### src/rtl/bin_erode_pkg.sv
// Shared constants and types for the binary 3x3 erosion block and its line buffers.
package bin_erode_pkg;

  localparam int unsigned      DEF_IMG_WIDTH = 640;
  localparam logic [7:0]       DEF_THRESH    = 8'd128;
  localparam int unsigned      PIPE_LAT      = 3;
  localparam int unsigned      ROW_W         = 10;
  localparam logic [ROW_W-1:0] ROW_MAX       = 10'd1023;

  // Per-pixel control that travels alongside the data through the pipeline
  typedef struct packed {
    logic hs;
    logic vs;
    logic de;
    logic ok;    // column inside the line buffers
    logic cge1;  // column >= 1: left tap is real image
    logic cge2;  // column >= 2: second-left tap is real image
  } tap_ctl_t;

  function automatic logic binarize(input logic [7:0] pix, input logic [7:0] thr);
    return (pix >= thr);
  endfunction

endpackage

### src/rtl/erode_linebuf.sv
// One line of 1-bit pixels: simple dual-port, synchronous read, read-before-write.
module erode_linebuf
  import bin_erode_pkg::*;
#(
  parameter int unsigned DEPTH = DEF_IMG_WIDTH,
  parameter int unsigned AW    = (DEPTH > 1) ? $clog2(DEPTH) : 1
) (
  input  logic          pclk,
  input  logic          wr_en,
  input  logic [AW-1:0] wr_addr,
  input  logic          wr_data,
  input  logic [AW-1:0] rd_addr,
  output logic          rd_data
);

  logic mem_q [DEPTH];
  logic rd_q;

  // Storage write and registered read; a same-address read returns the old bit
  always_ff @(posedge pclk) begin
    if (wr_en) begin
      mem_q[wr_addr] <= wr_data;
    end
    rd_q <= mem_q[rd_addr];
  end

  assign rd_data = rd_q;

endmodule

### src/rtl/bin_erode.sv
// Binary 3x3 erosion of a streamed grayscale image: threshold, two 1-bit line
// buffers for the rows above, then a three-tap horizontal AND. Latency 3 cycles.
module bin_erode
  import bin_erode_pkg::*;
#(
  parameter int unsigned IMG_WIDTH = DEF_IMG_WIDTH,
  parameter logic [7:0]  THRESH    = DEF_THRESH
) (
  input  logic       pclk,
  input  logic       rst_n,
  input  logic       gray_hs,
  input  logic       gray_vs,
  input  logic       gray_de,
  input  logic [7:0] gray_din,
  output logic       erode_hs,
  output logic       erode_vs,
  output logic       erode_de,
  output logic       erode_dout
);

  localparam int unsigned      AW      = (IMG_WIDTH > 1) ? $clog2(IMG_WIDTH) : 1;
  localparam int unsigned      CW      = $clog2(IMG_WIDTH + 1);
  localparam logic [CW-1:0]    COL_LIM = CW'(IMG_WIDTH);
  localparam logic [CW-1:0]    COL_ONE = CW'(1);
  localparam logic [CW-1:0]    COL_TWO = CW'(2);
  localparam logic [ROW_W-1:0] ROW_ONE = ROW_W'(1);

  logic             armed_q, armed_d;
  logic             de_prev_q, de_prev_d;
  logic             vs_prev_q, vs_prev_d;
  logic [CW-1:0]    col_q, col_d;
  logic [ROW_W-1:0] row_q, row_d;

  logic             de_in_s, vs_rise_s, in_line_s, b_s;
  logic [ROW_W-1:0] row_cur_s;
  logic [AW-1:0]    addr_s;
  logic             lb1_we_s, lb2_we_s, lb1_rd_s, lb2_rd_s;
  logic             v_s, dout_s;

  tap_ctl_t         s1_q, s1_d, s2_q, s2_d;
  logic             b1_q, b1_d, rge1_q, rge1_d, rge2_q, rge2_d;
  logic [AW-1:0]    addr1_q, addr1_d;
  logic             v2_q, v2_d, v3_q, v3_d, v4_q, v4_d;
  logic             erode_hs_q, erode_hs_d, erode_vs_q, erode_vs_d;
  logic             erode_de_q, erode_de_d, erode_dout_q, erode_dout_d;

  // Input stage: counters, binarization and line-buffer addressing
  always_comb begin
    // armed drops on a mid-line reset so the rest of that line is ignored
    de_in_s   = gray_de & armed_q;
    vs_rise_s = gray_vs & ~vs_prev_q;
    in_line_s = (col_q < COL_LIM);
    row_cur_s = vs_rise_s ? '0 : row_q;
    addr_s    = in_line_s ? AW'(col_q) : '0;
    b_s       = binarize(gray_din, THRESH);
    lb1_we_s  = de_in_s & in_line_s;

    armed_d   = armed_q | ~gray_de;
    de_prev_d = de_in_s;
    vs_prev_d = gray_vs;

    if (!de_in_s) begin
      col_d = '0;
    end else if (in_line_s) begin
      col_d = col_q + COL_ONE;
    end else begin
      col_d = col_q;
    end

    if (vs_rise_s) begin
      row_d = '0;
    end else if (de_prev_q && !de_in_s && (row_q != ROW_MAX)) begin
      row_d = row_q + ROW_ONE;
    end else begin
      row_d = row_q;
    end

    s1_d.hs   = gray_hs;
    s1_d.vs   = gray_vs;
    s1_d.de   = de_in_s;
    s1_d.ok   = in_line_s;
    s1_d.cge1 = (col_q >= COL_ONE);
    s1_d.cge2 = (col_q >= COL_TWO);
    b1_d      = b_s;
    rge1_d    = (row_cur_s >= ROW_ONE);
    rge2_d    = (row_cur_s > ROW_ONE);
    addr1_d   = addr_s;
  end

  // Vertical AND with row padding, then horizontal AND with column padding
  always_comb begin
    v_s      = b1_q & (rge1_q ? lb1_rd_s : 1'b1) & (rge2_q ? lb2_rd_s : 1'b1);
    lb2_we_s = s1_q.de & s1_q.ok;
    s2_d     = s1_q;
    v2_d     = v_s;
    v3_d     = v2_q;
    v4_d     = v3_q;
    dout_s   = s2_q.de & s2_q.ok & v2_q
             & (s2_q.cge1 ? v3_q : 1'b1) & (s2_q.cge2 ? v4_q : 1'b1);

    erode_hs_d   = s2_q.hs;
    erode_vs_d   = s2_q.vs;
    erode_de_d   = s2_q.de;
    erode_dout_d = dout_s;
  end

  // All counters, tap and sync pipelines; line-buffer storage is never reset
  always_ff @(posedge pclk) begin
    if (!rst_n) begin
      armed_q      <= 1'b0;
      de_prev_q    <= 1'b0;
      vs_prev_q    <= 1'b0;
      col_q        <= '0;
      row_q        <= '0;
      s1_q         <= '0;
      s2_q         <= '0;
      b1_q         <= 1'b0;
      rge1_q       <= 1'b0;
      rge2_q       <= 1'b0;
      addr1_q      <= '0;
      v2_q         <= 1'b0;
      v3_q         <= 1'b0;
      v4_q         <= 1'b0;
      erode_hs_q   <= 1'b0;
      erode_vs_q   <= 1'b0;
      erode_de_q   <= 1'b0;
      erode_dout_q <= 1'b0;
    end else begin
      armed_q      <= armed_d;
      de_prev_q    <= de_prev_d;
      vs_prev_q    <= vs_prev_d;
      col_q        <= col_d;
      row_q        <= row_d;
      s1_q         <= s1_d;
      s2_q         <= s2_d;
      b1_q         <= b1_d;
      rge1_q       <= rge1_d;
      rge2_q       <= rge2_d;
      addr1_q      <= addr1_d;
      v2_q         <= v2_d;
      v3_q         <= v3_d;
      v4_q         <= v4_d;
      erode_hs_q   <= erode_hs_d;
      erode_vs_q   <= erode_vs_d;
      erode_de_q   <= erode_de_d;
      erode_dout_q <= erode_dout_d;
    end
  end

  // lb1 holds the previous row; lb2 is refilled from lb1 one cycle later
  erode_linebuf #(.DEPTH(IMG_WIDTH), .AW(AW)) u_lb1 (
    .pclk    (pclk),
    .wr_en   (lb1_we_s),
    .wr_addr (addr_s),
    .wr_data (b_s),
    .rd_addr (addr_s),
    .rd_data (lb1_rd_s)
  );

  erode_linebuf #(.DEPTH(IMG_WIDTH), .AW(AW)) u_lb2 (
    .pclk    (pclk),
    .wr_en   (lb2_we_s),
    .wr_addr (addr1_q),
    .wr_data (lb1_rd_s),
    .rd_addr (addr_s),
    .rd_data (lb2_rd_s)
  );

  assign erode_hs   = erode_hs_q;
  assign erode_vs   = erode_vs_q;
  assign erode_de   = erode_de_q;
  assign erode_dout = erode_dout_q;

endmodule
### config.mk
export PLATFORM = sky130hd
export DESIGN_NAME = bin_erode
export DESIGN_NICKNAME = d
export VERILOG_FILES = /design/src/rtl/bin_erode_pkg.sv /design/src/rtl/erode_linebuf.sv /design/src/rtl/bin_erode.sv
export SDC_FILE = /design/constraint.sdc
export NUM_CORES = 2
export LEC_CHECK = 0
export ABC_AREA = 1
export CAP_MARGIN = 10
export CELL_PAD_IN_SITES_DETAIL_PLACEMENT = 1
export CELL_PAD_IN_SITES_GLOBAL_PLACEMENT = 1
export CORE_MARGIN = 8
export CORE_UTILIZATION = 23
export CTS_CLUSTER_SIZE = 28
export DETAILED_ROUTE_END_ITERATION = 12
export DONT_BUFFER_PORTS = 1
export MAX_ROUTING_LAYER = met4
export PLACE_DENSITY_LB_ADDON = 0.1
export REMOVE_ABC_BUFFERS = 1
export SYNTH_ARGS = -nofsm -noshare
export SYNTH_HDL_FRONTEND = slang
export SYNTH_SLANG_ARGS = --single-unit
### constraint.sdc
create_clock -name pclk -period 15.2 [get_ports pclk]
set_input_delay 1.52 -clock pclk [delete_from_list [all_inputs] [get_ports pclk]]
set_output_delay 1.52 -clock pclk [all_outputs]
set_load 0.1 [all_outputs]
==> flow_metrics.tcl <==
set metrics [dict create \
    run_status "finished, violations left" \
    failed_checks "slew limit" \
    die_area_um2 275000 \
    drcViolationCount 0 \
    post_route_cells_drive_above_1_share 0.0629 \
    worst_ep_arrival_time_ps 6380 \
    detailroute.wirelength.met3_um 6540 \
    grt_max_degree 642 \
    finalHoldViolations 0 \
    dr.first_iter.drc_count 2779 \
    synthDominantAreaCellType "sky130_fd_sc_hd__edfxtp_1" \
    via_count 43004 \
    core_region_area_um2 257000 \
    weighted_congestion_reported_at_the_end_of_routability_driven_placement 0.729 \
    critical_path.max_fanout 29 \
    drt-vias-per-instance 4.52 \
    timing.setup.critical_path_class "reg2reg" \
    post-route-period-util 0.374 \
    hold_path_cell_cnt 1 \
    syn-cell-area_um2 59400 \
    dieWidth_um 524 \
    power_density_nw_per_um2 118 \
    clockBufferDepth 3 \
    clock_tree_from_tritoncts "built" \
    count_of_yosys_warnings_during_synthesis 0 \
    post-dp-hpwl_um 127000 \
    fin_worst_hold_slack_ps 403 \
    io-pin-count 17 \
    setup_repair_after_global_routing_missed_its_margin "no" \
    synthesis.instances 6119 \
    timing.reg2reg.worst_path_depth 22 \
    htree_levels 4 \
    highest_layer "met4" \
    worst-endpoint-required_ps 15900 \
    avgRoutedWirePerCell_um 24.8 \
    r2r_setup_slack_ps 9520 \
    start_util 0.231 \
    final_max_slew_viol_count 317 \
    cts.sinks 1335 \
    grt_pass1_vias 44167 \
    syn2layout_area_growth_pct 14.7 \
    timing.critical_path.cells "buf_4, nand2_2, buf_4, clkinv_2, nand2_2, buf_4, buf_4, nor2_1, a21oi_1, nand2_1, nand2_1, nand2_1, nor2_1, nand2_1, nand2_1, nand2_1, nor2_1, nand2_1, nand3_1, nand2_1, nand2_1, nand2_1" \
    power.ir.vdd_worst_v 0.0000893 \
    slew-limit-headroom -0.465 \
    top_cells_by_area_synth "sky130_fd_sc_hd__edfxtp_1 (65%), sky130_fd_sc_hd__nand2_1 (11%), sky130_fd_sc_hd__nor2_1 (9.9%)" \
    postCtsResizedCells 0 \
    detailedRoute.firstPassIterationCount 5 \
    hold_sp "rge2_q" \
    finalCoreUtilization 0.265 \
    synthDistinctLibCells 37 \
    postRouteWirelength_um 236000 \
    numCtsBuffers 166 \
    clock_latency_at_the_later_pin_of_the_worst_skew_pair_ps 830 \
    grt_antenna_before_repair 9 \
    worst_slack_at_placement_ps 9330 \
    max_cap_viols 0 \
    sequential_share_of_the_synthesized_area 0.666 \
    crit-reg2reg-launch "col_q[1]" \
    std_cell_rows 186 \
    leakage_nw 22.9 \
    regToRegEndpoint "u_lb2.rd_data" \
    global_route_wire_length_before_repair_um 335000 \
    synth_seq_cells 1335 \
    worst_max_slew_pin_slew_ps 2200 \
    path_clk_slew_ps 60 \
    critPathCaptureType "flop" \
    final_global_route_overflow_total 0 \
    port_buffers 0 \
    synth_largest_type_area_fraction 0.648 \
    worstSetupStartpointType "flop" \
    cts-hold-fix-buffers 0 \
    finish.net_count 6020 \
    timing.critical_path.slowest_cell_delay_ps 600 \
    fin_ws_ps 9520 \
    wl_met2_um 115000 \
    placedCellCount 9219 \
    maximum_clock_rate_mhz 176 \
    path_common_cell "sky130_fd_sc_hd__nand2_1" \
    antenna_violating_nets_post_route 0 \
    clock_tree.root_cell "sky130_fd_sc_hd__clkbuf_16" \
    dieHeight_um 524 \
    holdPathEnd "v2_q" \
    detail_route.wirelength.met1_um 110000 \
    global_route.usage.total 0.174 \
    tns_ps 0 \
    setup_violations 0 \
    syn_area_per_cell_um2 9.70 \
    finalClockSkew_ps 34.4 \
    post-cts-setup-buffer-count 0 \
    final-instance-count-excl-fill 9523 \
    hold_path.class "reg2reg" \
    post-route-min-period_ps 5680 \
    worst_path_max_delay_cell "sky130_fd_sc_hd__buf_4" \
]
[worst max-delay path by stage]
stage,from,endpoint,slack (ps)
floorplan,col_q[7],u_lb1.rd_data,4970
detailed placement,col_q[1],u_lb2.rd_data,9330
finish,col_q[1],u_lb2.rd_data,9520
global route,col_q[1],u_lb2.rd_data,9210
global placement,col_q[1],u_lb2.rd_data,9300
CTS,col_q[1],u_lb2.rd_data,9320
[cell usage after synthesis (all sizes together)]
cell type / n
nand2: 1740
nor2: 1591
nor4: 4
clkbuf: 225
o21ai: 33
clkinv: 2
dfxtp: 55
a21oi: 159
or2: 2
xor2: 2
ha: 4
a22oi: 97
buf: 173
o221ai: 2
and2: 11
a221oi: 1
inv: 302
nand3: 249
edfxtp: 1280
o211ai: 47
a2111oi: 1
nand4: 111
a31oi: 1
nor3: 27
[final cells by class]
type | count | area, um^2
fill | 29144 | 189000
sequential | 1335 | 39500
multi-input combinational | 4082 | 17100
clock buffer | 222 | 4420
tap | 3384 | 4230
inverter | 304 | 1140
timing repair buffer | 114 | 931
clock inverter | 77 | 682
antenna | 5 | 12.5
[cells in the final DEF (no fill, tap or decap), types with 6 or more instances in the layout]
cell type	instances
sky130_fd_sc_hd__o211ai_1	47
sky130_fd_sc_hd__inv_2	8
sky130_fd_sc_hd__clkinv_8	6
sky130_fd_sc_hd__inv_1	292
sky130_fd_sc_hd__nor2_1	1568
sky130_fd_sc_hd__and2_1	11
sky130_fd_sc_hd__o21ai_0	29
sky130_fd_sc_hd__nor2_2	8
sky130_fd_sc_hd__clkinv_1	38
sky130_fd_sc_hd__nand2_2	13
sky130_fd_sc_hd__a22oi_1	97
sky130_fd_sc_hd__bufinv_16	7
sky130_fd_sc_hd__nor2_4	13
sky130_fd_sc_hd__dfxtp_1	52
sky130_fd_sc_hd__clkinv_2	20
sky130_fd_sc_hd__nand4_1	111
sky130_fd_sc_hd__nor3_1	27
sky130_fd_sc_hd__buf_12	6
sky130_fd_sc_hd__clkbuf_16	167
sky130_fd_sc_hd__a21oi_1	159
sky130_fd_sc_hd__nand2_1	1724
sky130_fd_sc_hd__nand3_1	245
sky130_fd_sc_hd__edfxtp_1	1280
sky130_fd_sc_hd__clkbuf_1	52
sky130_fd_sc_hd__buf_4	108
[logic make-up (layout without fill, tap and decap cells)]
family,count (synthesis),in the layout,synth area share
AO/OA/AOI/OAI,341,341,0.0354
adder cells (fa/ha/maj),4,4,0.000843
flip-flops,1335,1335,0.666
XOR/XNOR,2,2,0.000295
other,0,5,0
buffers and inverters,702,717,0.0480
AND/OR/NAND/NOR,3735,3735,0.249
[metal layers]
metal  GRT usage  vias to the layer above
li1            -                    19957
met1       0.226                    22239
met2       0.294                      567
met3      0.0209                      241
met4      0.0355                        0
met5           -                        -
[worst max-delay path: cells and delay by family, from the launching register on]
| kind | cells | cell delay [ps] |
|---|---|---|
| simple gates | 16 | 2430 |
| buf+inv | 5 | 2580 |
| compound gates | 1 | 120 |
| flops | 1 | 290 |
[power breakdown]
group | switching (mW) | internal, mW | total, mW
clock | 1.66 | 2.16 | 3.83
combinational | 0.113 | 0.0280 | 0.141
sequential | 0.00616 | 4.04 | 4.05
[state kept, by name, summed over array words and instances (netlist names), 3 cells and up]
signal and flops:
u_lb2.mem_q 640, col_q 10, addr1_q 10, u_lb1.mem_q 640
row_q 10, s1_q 6, s2_q 3
[metrics by stage]
| step | power [mW] | cell area (um^2) |
|---|---|---|
| 2_1_floorplan | 4.22 | 57600 |
| 3_3_place_gp | 4.27 | 63000 |
| 3_5_place_dp | 4.27 | 63000 |
| 4_1_cts | 8.15 | 68100 |
| 5_1_grt | 8.29 | 68100 |
| 6_report | 8.01 | 68100 |
No activity file was read; power rests on OpenSTA's default activity.
